`src/rtl/stream_upsizer_pkg.sv`:
```
// Shared types and helpers for the narrow-to-wide stream packer.
package stream_upsizer_pkg;

   typedef enum logic {
      FILL = 1'b0,
      EMIT = 1'b1
   } state_e;

   // Lane counter has to hold 0..ratio inclusive.
   function automatic int cnt_width(input int ratio);
      return $clog2(ratio + 1);
   endfunction

endpackage

```
`src/rtl/stream_upsizer.sv`:
```
// Packs Ratio narrow beats (first beat in the LSB lane) into one wide word.
// Define STREAM_UPSIZER_PARTIAL_EN to add flush_i / keep_o for partial words.
module stream_upsizer
   import stream_upsizer_pkg::*;
#(
   parameter int NarrowWidth = 8,
   parameter int Ratio       = 4
) (
   input  logic                         clk_i,
   input  logic                         rst_i,
   input  logic                         valid_i,
   output logic                         ready_o,
   input  logic [NarrowWidth-1:0]       data_i,
   output logic                         valid_o,
   input  logic                         ready_i,
`ifdef STREAM_UPSIZER_PARTIAL_EN
   input  logic                         flush_i,
   output logic [Ratio-1:0]             keep_o,
`endif
   output logic [NarrowWidth*Ratio-1:0] data_o
);

   localparam int              CntW    = cnt_width(Ratio);
   localparam int              WideW   = NarrowWidth * Ratio;
   localparam logic [CntW-1:0] CntFull = CntW'(Ratio);

   state_e               state_q;
   logic [CntW-1:0]      cnt_q;
   logic [WideW-1:0]     data_q;
   logic [CntW-1:0]      cnt_inc;
   logic [WideW-1:0]     word_fill;
   logic [WideW-1:0]     word_first;
   logic                 flush_go;

`ifdef STREAM_UPSIZER_PARTIAL_EN
   logic [Ratio-1:0]     keep_q;
   logic [Ratio-1:0]     keep_fill;
`endif

   // NOTE: every signal gets a default at the top of the block, so no path
   // through the lane loop can leave one unassigned and infer a latch.
   always_comb begin
      cnt_inc    = cnt_q + 1'b1;
      word_first = {{(WideW-NarrowWidth){1'b0}}, data_i};
      word_fill  = (cnt_q == '0) ? '0 : data_q;
`ifdef STREAM_UPSIZER_PARTIAL_EN
      keep_fill  = (cnt_q == '0) ? '0 : keep_q;
`endif
      for (int k = 0; k < Ratio; k++) begin
         if (cnt_q == CntW'(k)) begin
            word_fill[k*NarrowWidth +: NarrowWidth] = data_i;
`ifdef STREAM_UPSIZER_PARTIAL_EN
            keep_fill[k] = 1'b1;
`endif
         end
      end
`ifdef STREAM_UPSIZER_PARTIAL_EN
      // Lane count is taken after any beat accepted on the same edge.
      flush_go = flush_i && ((valid_i ? cnt_inc : cnt_q) != '0);
`else
      flush_go = 1'b0;
`endif
   end

   // NOTE: the word register is reset along with control because the output
   // must read as zero during reset; only flops driven with <= live here.
   always_ff @(posedge clk_i or posedge rst_i) begin
      if (rst_i) begin
         state_q <= FILL;
         cnt_q   <= '0;
         data_q  <= '0;
`ifdef STREAM_UPSIZER_PARTIAL_EN
         keep_q  <= '0;
`endif
      end else begin
         case (state_q)
            FILL: begin
               if (valid_i) begin
                  data_q <= word_fill;
                  cnt_q  <= cnt_inc;
`ifdef STREAM_UPSIZER_PARTIAL_EN
                  keep_q <= keep_fill;
`endif
               end
               if ((valid_i && cnt_inc == CntFull) || flush_go) begin
                  state_q <= EMIT;
               end
            end
            EMIT: begin
               if (ready_i) begin
                  state_q <= FILL;
                  if (valid_i) begin
                     // Back-to-back: the next word starts on the same edge.
                     data_q <= word_first;
                     cnt_q  <= CntW'(1);
`ifdef STREAM_UPSIZER_PARTIAL_EN
                     keep_q <= {{(Ratio-1){1'b0}}, 1'b1};
`endif
                  end else begin
                     cnt_q <= '0;
                  end
               end
            end
         endcase
      end
   end

   assign ready_o = (state_q == FILL) || ready_i;
   assign valid_o = (state_q == EMIT);
   assign data_o  = data_q;
`ifdef STREAM_UPSIZER_PARTIAL_EN
   assign keep_o  = keep_q;
`endif

endmodule

```
`config.mk`:
```
export PLATFORM = sky130hd
export DESIGN_NAME = stream_upsizer
export DESIGN_NICKNAME = d
export VERILOG_FILES = /design/src/rtl/stream_upsizer_pkg.sv /design/src/rtl/stream_upsizer.sv
export SDC_FILE = /design/constraint.sdc
export NUM_CORES = 1
export LEC_CHECK = 0
export ABC_AREA = 1
export BUFFER_PORTS_ARGS = -buffer_cell sky130_fd_sc_hd__buf_2
export CAP_MARGIN = 30
export CORE_MARGIN = 3
export CORE_UTILIZATION = 55
export CTS_CLUSTER_DIAMETER = 40
export DETAILED_ROUTE_END_ITERATION = 10
export GPL_TIMING_DRIVEN = 0
export PLACE_DENSITY = 0.86
export RECOVER_POWER = 50
export SYNTH_ARGS = -nofsm -noshare
export SYNTH_HDL_FRONTEND = slang
export SYNTH_SLANG_ARGS = --single-unit
```
`constraint.sdc`:
```
create_clock -name clk_i -period 4.4 [get_ports clk_i]
set_clock_uncertainty 0.15 [all_clocks]
set_input_delay 0.88 -clock clk_i [delete_from_list [all_inputs] [get_ports clk_i]]
set_output_delay 0.88 -clock clk_i [all_outputs]
set_load 0.05 [all_outputs]
```
==> impl_metrics.sql <==
INSERT INTO impl_metrics (metric_group, metric, value, unit) VALUES
('finish', 'layout.cells.most_common_list', 'sky130_fd_sc_hd__nand2_1 (62), sky130_fd_sc_hd__buf_2 (44), sky130_fd_sc_hd__dfrtp_1 (36)', ''),
('finish', 'finalInstanceArea', '0.00203', 'mm^2'),
('logic_synthesis', 'ys.warnings.count', '0', ''),
('timing', 'fin_setup_tns', '0', 'ns'),
('clocking', 'clock_insertion_delay_worst_skew', '0.34', 'ns'),
('setup_path', 'path_max_fanout', '10', ''),
('finish', 'n_fill_cell', '253', ''),
('logic_synthesis', 'syn-cell-area', '0.00177', 'mm^2'),
('logic_synthesis', 'ys_ff_latch', '36', ''),
('hold_path', 'hp-class', 'reg -> reg', ''),
('run_status', 'status', 'completed', ''),
('floorplanning', 'floorplan.die.height', '62.8', 'um'),
('finish', 'antenna-diode-count', '0', ''),
('setup_path', 'cp-end-kind', 'flip-flop', ''),
('clocking', 'clk_pin_slew', '0.10', 'ns'),
('clocking', 'cts_tree', 'yes', ''),
('logic_synthesis', 'synth_top_area_cell', 'sky130_fd_sc_hd__dfrtp_1', ''),
('logic_synthesis', 'syn_inst', '202', ''),
('global_route', 'first_global_vias', '1437', ''),
('drt', 'finalWirelength', '3.95', 'mm'),
('finish', 'synthToLayoutAreaGrowth', '14.5', '%'),
('place', 'place.detailed.hpwl', '2.99', 'mm'),
('power', 'irDropWorstVdd', '0.412', 'mV'),
('global_route', 'global_route_wire_length_before_repair', '6.58', 'mm'),
('finish', 'drive_above_1_share', '23.5', '%'),
('timing', 'setup_viol', '0', ''),
('drt', 'drt_first_pass_iters', '4', ''),
('floorplanning', 'placement_rows', '19', ''),
('flow_run', 'max_cap_violations', '0', ''),
('global_route', 'grt_antenna_before_repair', '0', ''),
('timing', 'final_worst_path_period_need', '2.64', 'ns'),
('timing', 'maxSlewViolCount', '0', ''),
('floorplanning', 'core_area', '0.00290', 'mm^2'),
('setup_path', 'worstSetupPathType', 'in -> reg', ''),
('drt', 'wl_per_cell', '13.3', 'um'),
('place', 'finalWeightedCongestion', '0.848', ''),
('place', 'place.detailed.instances', '290', ''),
('drt', 'drtAntennaViolNets', '0', ''),
('logic_synthesis', 'synth_nets', '219', ''),
('setup_path', 'critical-path-max-stage-delay', '0.64', 'ns'),
('timing', 'worst_hold_slack', '0.326', 'ns'),
('global_route', 'grt_max_degree', '23', ''),
('power', 'post-layout-total-power', '1.79', 'mW'),
('setup_path', 'critical_path.cell_chain', 'clkbuf_1 -> inv_1 -> a21oi_1 -> nand2_1 -> clkbuf_1 -> nand3_1 -> nand2_1', ''),
('clocking', 'cts_setup_buffers', '0', ''),
('logic_synthesis', 'yosysUniqueCellTypes', '19', ''),
('drt', 'drc', '0', ''),
('timing', 'hold_viol', '0', ''),
('drt', 'via_per_instance_ratio', '5.28', ''),
('floorplanning', 'floorplan.initialDensity', '61.2', '%'),
('clocking', 'cts_made_buffers', '5', ''),
('setup_path', 'arrival', '2.72', 'ns'),
('finish', 'layout.cells.most_common', 'sky130_fd_sc_hd__nand2_1', ''),
('clocking', 'max-clock-path-buffers', '2', ''),
('clocking', 'clock_sinks', '36', ''),
('logic_synthesis', 'synth_area_per_cell', '8.78', 'um^2'),
('logic_synthesis', 'ys_top_cells_by_area', 'sky130_fd_sc_hd__dfrtp_1 (51%), sky130_fd_sc_hd__nand2_1 (13%), sky130_fd_sc_hd__nand3_1 (8.7%)', ''),
('finish', 'stdcell_count', '297', ''),
('floorplanning', 'dieArea', '0.00394', 'mm^2'),
('clocking', 'clockRootBuffer', 'sky130_fd_sc_hd__clkbuf_4', ''),
('setup_path', 'slowest_stage', 'sky130_fd_sc_hd__a21oi_1', ''),
('global_route', 'globalRoute.totalOverflow', '0', ''),
('timing', 'tightestPinTransition', '1.13', 'ns'),
('setup_path', 'worstPathRequired', '4.49', 'ns'),
('timing', 'final.period_utilization', '59.9', '%'),
('place', 'place_area', '0.00208', 'mm^2'),
('finish', 'nNetsFinal', '272', ''),
('global_route', 'grt.total_usage', '21.6', '%'),
('timing', 'fmax', '379', 'MHz'),
('logic_synthesis', 'area_share_of_the_leading_cell_type_in_the_synthesized_netlist', '50.8', '%'),
('power', 'leakage', '1.19', 'nW');
[flip-flops by register name, indices dropped and copies added (netlist names)]
signal	count
cnt_q	3
data_o	32
valid_o	1
[layer usage]
metal,global-route usage (%),part of all wire (%),vias to the layer above
li1,-,-,768
met1,27.4,44,717
met2,34.1,46,70
met3,5.58,7.1,13
met4,11.0,2.9,0
met5,0,0,-
[synthesized netlist by cell type, drive strengths merged]
library cell,n
a21oi,1
buf,7
dfrtp,36
ha,5
inv,18
nand2,65
nand3,32
nand4,10
nor2,11
o21ai,15
o22ai,1
o31ai,1
[layout make-up]
| class | instances | area [um^2] | area share, % |
|---|---|---|---|
| plain buffers | 7 | 41.3 | 2.03 |
| clock buffers | 6 | 41.3 | 2.03 |
| clock inverters | 1 | 5.00 | 0.246 |
| inverters | 18 | 67.6 | 3.33 |
| multi-input cells | 141 | 694 | 34.2 |
| flip-flops and latches | 36 | 901 | 44.4 |
| well taps | 42 | 52.6 | 2.59 |
| repair buffers | 46 | 228 | 11.2 |
[path summary, 6_finish.rpt]
path | from | endpoint | slack [ns] | depth (start not counted)
min reg2reg | data_o[4]$_DFFE_PP0P_ | data_o[4]$_DFFE_PP0P_ | 0.33 | 2
min | data_o[4]$_DFFE_PP0P_ | data_o[4]$_DFFE_PP0P_ | 0.33 | 2
min in group asynchronous | rst_i | data_o[2]$_DFFE_PP0P_ | 0.40 | 2
max | valid_i | data_o[16]$_DFFE_PP0P_ | 1.76 | 7
max in group asynchronous | rst_i | data_o[11]$_DFFE_PP0P_ | 2.28 | 3
max reg2reg | valid_o$_DFF_PP0_ | data_o[16]$_DFFE_PP0P_ | 2.05 | 6
[logic make-up after synthesis]
logic type,after synthesis,synth area share [%]
buf+inv,25,7.62
simple gates,118,30.5
compound gates,18,7.62
flops,36,50.8
fa+ha+maj,5,3.53
[where the power goes]
part           leakage (nW)  internal, mW  switching (mW)
Sequential            0.478         0.473          0.0756
Combinational         0.685         0.242           0.834
Clock                0.0281        0.0588           0.103
Total                  1.19         0.774            1.01
[metrics by stage]
| step | utilization [%] | setup slack [ns] |
|---|---|---|
| after global placement | 70.8 | 1.92 |
| final | 70.0 | 1.76 |
| after floorplan | - | 2.04 |
| after CTS | 73.3 | 1.92 |
| after global routing | 70.0 | 1.50 |
| after detailed placement | 71.7 | 1.92 |
[critical path, delay by kind of cell]
kind,cells,cell delay (ns)
AO/OA/AOI/OAI,1,0.64
AND/OR/NAND/NOR,3,0.57
buffers and inverters,3,0.63
No activity file was read; power rests on OpenSTA's default activity.
